`src/rtl/edp_ar.sv`:
```
// AR/ARX register slice of the EDP: per-field AR load/clear, ARX load,
// one-bit left shift of AR or AR!ARX, carry-36 delay and sticky strobe-conflict flag.
module edp_ar (
  input  logic        clk,
  input  logic        reset,
  input  logic        CTL_ARL_SEL,
  input  logic        CTL_ARR_SEL,
  input  logic        CTL_AR00to08load,
  input  logic        CTL_AR09to17load,
  input  logic        CTL_ARRload,
  input  logic        CTL_AR00to11clr,
  input  logic        CTL_AR12to17clr,
  input  logic        CTL_ARRclr,
  input  logic        CRAM_ARXload,
  input  logic        CRAM_ARshift,
  input  logic        ADXcarry36,
  input  logic        ADlong,
  input  logic [0:35] EDP_AD,
  input  logic [0:35] EDP_ADX,
  input  logic [0:35] MBOX_CACHE_DATA,
  output logic [0:35] EDP_AR,
  output logic [0:35] EDP_ARX,
  output logic        EDP_carry36Q,
  output logic        EDP_ctlConflict
);

  logic [0:35] ar_q, ar_d;
  logic [0:35] arx_q, arx_d;
  logic        carry36_q;
  logic        conflict_q, conflict_d;

  logic [0:17] left_src_s;
  logic [0:17] right_src_s;
  logic        ar_strobe_s;
  logic        shift_en_s;
  logic        long_arx_collide_s;

  // Source selection and strobe decode
  always_comb begin
    left_src_s         = CTL_ARL_SEL ? MBOX_CACHE_DATA[0:17]  : EDP_AD[0:17];
    right_src_s        = CTL_ARR_SEL ? MBOX_CACHE_DATA[18:35] : EDP_AD[18:35];
    ar_strobe_s        = CTL_AR00to08load | CTL_AR09to17load | CTL_ARRload |
                         CTL_AR00to11clr  | CTL_AR12to17clr  | CTL_ARRclr;
    shift_en_s         = CRAM_ARshift & ~ar_strobe_s;
    // A long shift and an ARX load fight over ARX; the shift wins but it is flagged.
    long_arx_collide_s = shift_en_s & ADlong & CRAM_ARXload;
  end

  // AR next state: shift when unopposed, otherwise per-field clear-over-load
  always_comb begin
    ar_d = ar_q;
    if (shift_en_s) begin
      ar_d = {ar_q[1:35], (ADlong ? arx_q[0] : ADXcarry36)};
    end else begin
      if (CTL_AR00to11clr) begin
        ar_d[0:8] = 9'd0;
      end else if (CTL_AR00to08load) begin
        ar_d[0:8] = left_src_s[0:8];
      end else begin
        ar_d[0:8] = ar_q[0:8];
      end

      if (CTL_AR00to11clr) begin
        ar_d[9:11] = 3'd0;
      end else if (CTL_AR09to17load) begin
        ar_d[9:11] = left_src_s[9:11];
      end else begin
        ar_d[9:11] = ar_q[9:11];
      end

      if (CTL_AR12to17clr) begin
        ar_d[12:17] = 6'd0;
      end else if (CTL_AR09to17load) begin
        ar_d[12:17] = left_src_s[12:17];
      end else begin
        ar_d[12:17] = ar_q[12:17];
      end

      if (CTL_ARRclr) begin
        ar_d[18:35] = 18'd0;
      end else if (CTL_ARRload) begin
        ar_d[18:35] = right_src_s;
      end else begin
        ar_d[18:35] = ar_q[18:35];
      end
    end
  end

  // ARX next state and sticky conflict
  always_comb begin
    arx_d      = arx_q;
    conflict_d = conflict_q;
    if (shift_en_s && ADlong) begin
      arx_d = {arx_q[1:35], ADXcarry36};
    end else if (CRAM_ARXload) begin
      arx_d = EDP_ADX;
    end else begin
      arx_d = arx_q;
    end
    if ((CRAM_ARshift && ar_strobe_s) || long_arx_collide_s) begin
      conflict_d = 1'b1;
    end else begin
      conflict_d = conflict_q;
    end
  end

  // State registers with synchronous reset
  always_ff @(posedge clk) begin
    if (reset) begin
      ar_q       <= 36'd0;
      arx_q      <= 36'd0;
      carry36_q  <= 1'b0;
      conflict_q <= 1'b0;
    end else begin
      ar_q       <= ar_d;
      arx_q      <= arx_d;
      carry36_q  <= ADXcarry36;
      conflict_q <= conflict_d;
    end
  end

  assign EDP_AR          = ar_q;
  assign EDP_ARX         = arx_q;
  assign EDP_carry36Q    = carry36_q;
  assign EDP_ctlConflict = conflict_q;

endmodule

```
`config.mk`:
```
export PLATFORM = sky130hd
export DESIGN_NAME = edp_ar
export DESIGN_NICKNAME = d
export VERILOG_FILES = /design/src/rtl/edp_ar.sv
export SDC_FILE = /design/constraint.sdc
export NUM_CORES = 1
export LEC_CHECK = 0
export CAP_MARGIN = 20
export CORE_UTILIZATION = 45
export CTS_CLUSTER_DIAMETER = 30
export DETAILED_ROUTE_END_ITERATION = 10
export GPL_TIMING_DRIVEN = 1
export PLACE_DENSITY = 0.92
export SLEW_MARGIN = 10
export SYNTH_ARGS = -nofsm -noshare
export SYNTH_HDL_FRONTEND = slang
export SYNTH_SLANG_ARGS = --single-unit
```
`constraint.sdc`:
```
create_clock -name clk -period 5.1 [get_ports clk]
set_clock_uncertainty 0.2 [all_clocks]
set_input_delay 0.765 -clock clk [delete_from_list [all_inputs] [get_ports clk]]
set_output_delay 0.765 -clock clk [all_outputs]
set_load 0.005 [all_outputs]
```
# After elaboration in Yosys (flattened, before gate mapping)

Cells that the tools add are included.

Reduce and logical (&&, ||, !) cells: 8
Mux-type cells: 14
Bitwise operators: 9

Operators by type and width:

| cell                | number |
|---|---|
| $mux W36            | 3 |
| $mux W18            | 4 |
| $mux W9             | 2 |
| $mux W6             | 2 |
| $reduce_bool A3 Y1  | 4 |
| $mux W3             | 2 |
| $or A1 B1 Y1        | 5 |
| $and A1 B1 Y1       | 3 |
| $logic_and A1 B1 Y1 | 2 |
| $reduce_bool A2 Y1  | 1 |
| $logic_or A1 B1 Y1  | 1 |
| $mux W1             | 1 |
| $not A1 Y1          | 1 |

Bits of input ports: 122
Output and inout bits: 74
Word-level logic and storage cells: 38
Bits in registers: 74

# Longest topological paths before layout

Depth in word-level cells: 10
Depth in mapped cells: 5
Depth with buffers taken out: 3

# Least setup slack after synthesis

Ideal clock, no wire load.

Path kind: input to register
Start point: input CTL_AR09to17load
End point: register ar_q (netlist bit EDP_AR[0])
Buffers on the path: 2
Required time: 4.778 ns
Arrival time: 1.988 ns
Setup time: 0.122 ns
Stages: 5
Setup slack: 2.790 ns
Cells stage by stage: or4_1 -> buf_2 -> buf_6 -> or3_1 -> o311a_1

Longest elaborated chain between the ends: 8
Elaborated cells between the ends (all ways): 9
Classes of those cells: 1 x mux; 7 x bitwise; 1 x reduce/logical

RTL lines:

| what                                                     | RTL line | text |
|---|---|---|
| start, declared                                          | 9        | `input logic CTL_AR09to17load,` |
| $or A1 B1 Y1 (*) (3 in series)                           | 42       | `ar_strobe_s = CTL_AR00to08load \| CTL_AR09to17load \| CTL_ARRload \|` |
| $or A1 B1 Y1 (*) (2 in series)                           | 43       | `CTL_AR00to11clr \| CTL_AR12to17clr \| CTL_ARRclr;` |
| $not A1 Y1 (*)                                           | 44       | `shift_en_s = CRAM_ARshift & ~ar_strobe_s;` |
| $and A1 B1 Y1 (*)                                        | 44       |  |
| $reduce_bool A3 Y1 (no line) or $mux W36 (tied branches) | --       |  |
| end signal, assigned                                     | 115      | `ar_q <= ar_d;` |
| end, declared                                            | 27       | `logic [0:35] ar_q, ar_d;` |

Every way passes the cells marked *; elsewhere a longest branch is shown, timed or not.
A chain may end at the register's enable or synchronous reset.

# Worst setup path after layout

Start point: input CTL_AR09to17load
End point: register arx_q (netlist bit EDP_ARX[35])

Longest elaborated chain between the ends: 9
Elaborated cells between the ends (all ways): 10
Classes of those cells: 1 x mux; 7 x bitwise; 2 x reduce/logical

RTL lines:

| what                                           | RTL line | text |
|---|---|---|
| $or A1 B1 Y1 (*) (3 in series)                 | 42       |  |
| $or A1 B1 Y1 (*) (2 in series)                 | 43       |  |
| $not A1 Y1 (*)                                 | 44       |  |
| $and A1 B1 Y1 (*)                              | 44       |  |
| $logic_and A1 B1 Y1 (*)                        | 93       | `if (shift_en_s && ADlong) begin` |
| $mux W36 or $reduce_bool A2 Y1 (tied branches) | --       |  |
| end signal, assigned                           | 116      | `arx_q <= arx_d;` |
| end, declared                                  | 28       | `logic [0:35] arx_q, arx_d;` |

Marks and branches as above.

==> out/results.env <==
YS_SEQ_ELEMENTS=74
PIN_COUNT_OF_THE_BIGGEST_NET_ENTERING_GLOBAL_ROUTING=94
SYNTH-EDFF-COUNT=0
MAX_SLEW_VIOLATIONS=0
WORST_SLEW_PIN_SLEW_NS=1.11
SYNTH_AREA_LEADERS='sky130_fd_sc_hd__dfxtp_1 (36%), sky130_fd_sc_hd__mux2i_1 (13%), sky130_fd_sc_hd__nand4_1 (8.1%)'
FIRST_PASS_DRT_ITERATIONS=5
RR_WORST_DEPTH=3
CLK-INSERTION-DELAY-LATE_NS=0.34
P_TOTAL_uW=1530
FIRST_GLOBAL_VIAS=4021
INITIAL_UTILIZATION_PCT=46.9
CLK_TRANSITION_REPORTED_PATHS_NS=0.07
HOLD_BUFFERS=0
WHS_ENDPOINT='EDP_ctlConflict'
SYNTH_NETS=577
GRT_OVERFLOW=0
REPORT.FINAL.SETUP_VIOL=0
TIMING.CRITICAL_PATH.ARRIVAL_NS=3.16
CORE_AREA_MM2=0.00876
SYNTH_SIMPLE_GATE_AREA_SHARE_PCT=16.7
FLOW.AREA_GROWTH_FROM_SYNTHESIS_PCT=52.6
TIMING_HOLD_VIOLATIONS_FINAL=0
YOSYS.AREA.TOP_TYPE='sky130_fd_sc_hd__dfxtp_1'
HOLDWS_NS=0.283
ANT_NETS=0
NUM-NETS-FINAL=732
PLACEMENTROWS=34
HOLD_PATH.CLASS='reg -> reg'
POST_SYNTH_INSTANCE_AREA_MM2=0.00411
DETAILROUTE.VIA_COUNT=4296
WL_UM=12600
SYNTH-SEQ-AREA-SHARE_PCT=36.1
RUN_STATUS='finished clean'
VIAS_PER_CELL=5.94
PLACED_CELLS_INCL_TAPS=704
CELLPOWERDENSITY_mW_PER_MM2=244
HOLD-PATH-CELL-COUNT=2
REG2REG_SLACK_NS=3.93
ANTENNA_CELLS=0
MAX_CLOCK_FREQ_MHz=320
ROUTABILITYCONGESTION=0.802
YOSYS.AREA_SHARE.XOR_XNOR_PCT=0
SYNTH_WARNINGS=0
MAXCAPVIOLATIONS=0
CELLLEAKAGEPOWER_uW=0.00229
POST_SYNTH_FA_HA_MAJ_AREA_FRACTION_PCT=0
SYNTH_COMPOUND_GATE_AREA_SHARE_PCT=21.9
WORST_SETUP_PATH_START_KIND='primary input'
TRITONCTS.NUM_BUFFERS=9
DIE_W_UM=97.6
DETAILEDPLACEMENTHPWL_UM=8600
TOP_AREA_CELL_TYPE_SHARE_OF_THE_NETLIST_AREA_PCT=36.1
CLK_ROOT_BUFFER_CELL='sky130_fd_sc_hd__clkbuf_8'
AVERAGE_CELL_AREA_AFTER_SYNTHESIS_UM2=9.03
SETUP_REPAIR_AFTER_GLOBAL_ROUTING_MISSED_ITS_MARGIN='false'
DETAIL_ROUTE.WL_PER_CELL_UM=17.5
SYNTH_ASYNC_SR_FLOP_SHARE_PCT=0
CLK_PATH_BUF_DEPTH=2
POSTSYNTH.TOPFLOPCELL='sky130_fd_sc_hd__dfxtp_1'
WORST_R2R_ENDPOINT='EDP_ARX[5]'
DIE_HEIGHT_UM=97.6
RR_STARTPOINT='EDP_ARX[5]'
GR-USAGE-ALL-LAYERS_PCT=25.6
DETAILEDPLACE.WORSTSLACK_NS=1.69
CTS.REPAIR.RESIZED=0
POST_SYNTH_MUX_AREA_SHARE_PCT=19.2
DATA_REQUIRED_TIME_OF_THE_WORST_PATH_NS=5.14
CTS_TREE='built'
IO_BUFFER_COUNT=195
POSTCTSSETUPBUFFERS=0
SYNTH.DISTINCT_CELLS=30
IO_PINS=196
DRT-INITIAL-DRC-COUNT=246
VDD_IR_DROP_MAX_V=0.000122
LARGEST_FAMILY_OF_LOGIC_CELLS_BY_SYNTHESIZED_AREA='compound AO/OA/AOI/OAI gates'
POST-ROUTE-MIN-PERIOD_NS=3.13
INITIAL_ANTENNA_VIOLATION_COUNT=0
WIRE_LENGTH_OF_THE_FIRST_GLOBAL_ROUTING_PASS_UM=20000
FIN_CELLS=723
DRIVE_ABOVE_1_SHARE_PCT=15.1
FINAL_MIN_PERIOD_OVER_CLOCK_PERIOD_PCT=61.3
SYN_INST=455
SETUP_SLACK_NS=1.97
DIEAREA_MM2=0.00952
ENDPOINT_KIND='flop'
CP_MAX_FO=93
N_FILL_CELL=657
TIMING.SETUP.CRITICAL_PATH_CLASS='in -> reg'
CLOCK_SINKS=74
MAX_TRANSITION_MARGIN_PCT=25.9
HOLD_PATH_STARTPOINT='EDP_ctlConflict'
CRIT_START='CTL_AR09to17load'
DETAIL_ROUTE.DRC_VIOLATIONS=0
FIN_TNS_SETUP_NS=0
H_TREE_DEPTH=3
[Yosys cell counts (3+ instances only)]
library cell               instances
sky130_fd_sc_hd__buf_2            20
sky130_fd_sc_hd__o311a_1          15
sky130_fd_sc_hd__nand4b_1          3
sky130_fd_sc_hd__dfxtp_1          74
sky130_fd_sc_hd__clkbuf_1         30
sky130_fd_sc_hd__buf_1             6
sky130_fd_sc_hd__mux2_2           22
sky130_fd_sc_hd__o21ai_0           4
sky130_fd_sc_hd__a31o_2           36
sky130_fd_sc_hd__mux2i_1          54
sky130_fd_sc_hd__nand2_1          36
sky130_fd_sc_hd__or3_1            15
sky130_fd_sc_hd__or2_2             4
sky130_fd_sc_hd__a21oi_1          51
sky130_fd_sc_hd__nand4_1          53
sky130_fd_sc_hd__o211ai_1         18
[worst max path at each step]
stage / to / cells past startpoint / slack [ns]
global route: EDP_ARX[35] / 5 / 1.92
floorplan: EDP_AR[0] / 5 / 2.79
CTS: EDP_ARX[35] / 5 / 2.04
detailed placement: EDP_ARX[35] / 5 / 1.69
finish: EDP_ARX[35] / 5 / 1.97
global placement: EDP_ARX[35] / 5 / 1.83
[stage by stage]
stage	utilization, %	cell area [µm²]
3_5_place_dp	68.2	5970
3_3_place_gp	68.2	5970
5_1_grt	71.5	6270
4_1_cts	71.0	6230
6_report	71.5	6270
2_1_floorplan	-	4110
[per-layer routing]
layer	GRT usage [%]	up-vias	wire length, µm
met5	0	-	0
met4	8.26	0	277
met3	5.97	20	800
met2	43.8	177	6310
met1	31.5	2030	5260
li1	-	2069	-
[state kept, by name, indices dropped and copies added, names as in the netlist]
register         count
EDP_ARX             36
EDP_AR              36
EDP_carry36Q         1
EDP_ctlConflict      1
[logic make-up after synthesis]
kind of cell    after synthesis
mux                          76
flops                        74
buf+inv                      58
compound gates              127
simple gates                120
[layout make-up]
cell class              instances  area (µm²)  area share [%]
flip-flops and latches         74        1480            23.6
inverters                       1        3.75          0.0599
multi-input cells             323        2390            38.2
clock inverters                 5         100            1.60
well taps                     108         135            2.16
clock buffers                  11         151            2.42
repair buffers                201        2000            31.9
[cell usage in the layout (no fill, tap or decap), types with 3 or more instances in the layout]
cell and count:
sky130_fd_sc_hd__a21oi_1 51, sky130_fd_sc_hd__a31o_2 36, sky130_fd_sc_hd__buf_2 3, sky130_fd_sc_hd__buf_4 4, sky130_fd_sc_hd__bufinv_16 3, sky130_fd_sc_hd__clkbuf_8 11
sky130_fd_sc_hd__clkdlybuf4s50_1 192, sky130_fd_sc_hd__dfxtp_1 74, sky130_fd_sc_hd__mux2_2 22, sky130_fd_sc_hd__mux2i_1 54, sky130_fd_sc_hd__nand2_1 36, sky130_fd_sc_hd__nand4_1 53
sky130_fd_sc_hd__nand4b_1 3, sky130_fd_sc_hd__o211ai_1 18, sky130_fd_sc_hd__o21ai_0 4, sky130_fd_sc_hd__o311a_1 15, sky130_fd_sc_hd__or2_2 4, sky130_fd_sc_hd__or3_1 15
[power by group]
| group | internal, µW | switching (µW) | leakage [µW] |
|---|---|---|---|
| Clock | 350 | 219 | 0.000129 |
| Combinational | 203 | 121 | 0.00155 |
| Sequential | 609 | 24.7 | 0.000609 |
[worst max-delay path, cell delays in order]
cell and delay, ns:
sky130_fd_sc_hd__clkdlybuf4s50_1 0.67, sky130_fd_sc_hd__nor4_2 0.45, sky130_fd_sc_hd__buf_4 0.75, sky130_fd_sc_hd__a311oi_1 0.20, sky130_fd_sc_hd__a31o_2 0.25
Power figures use the tool's default switching activity.
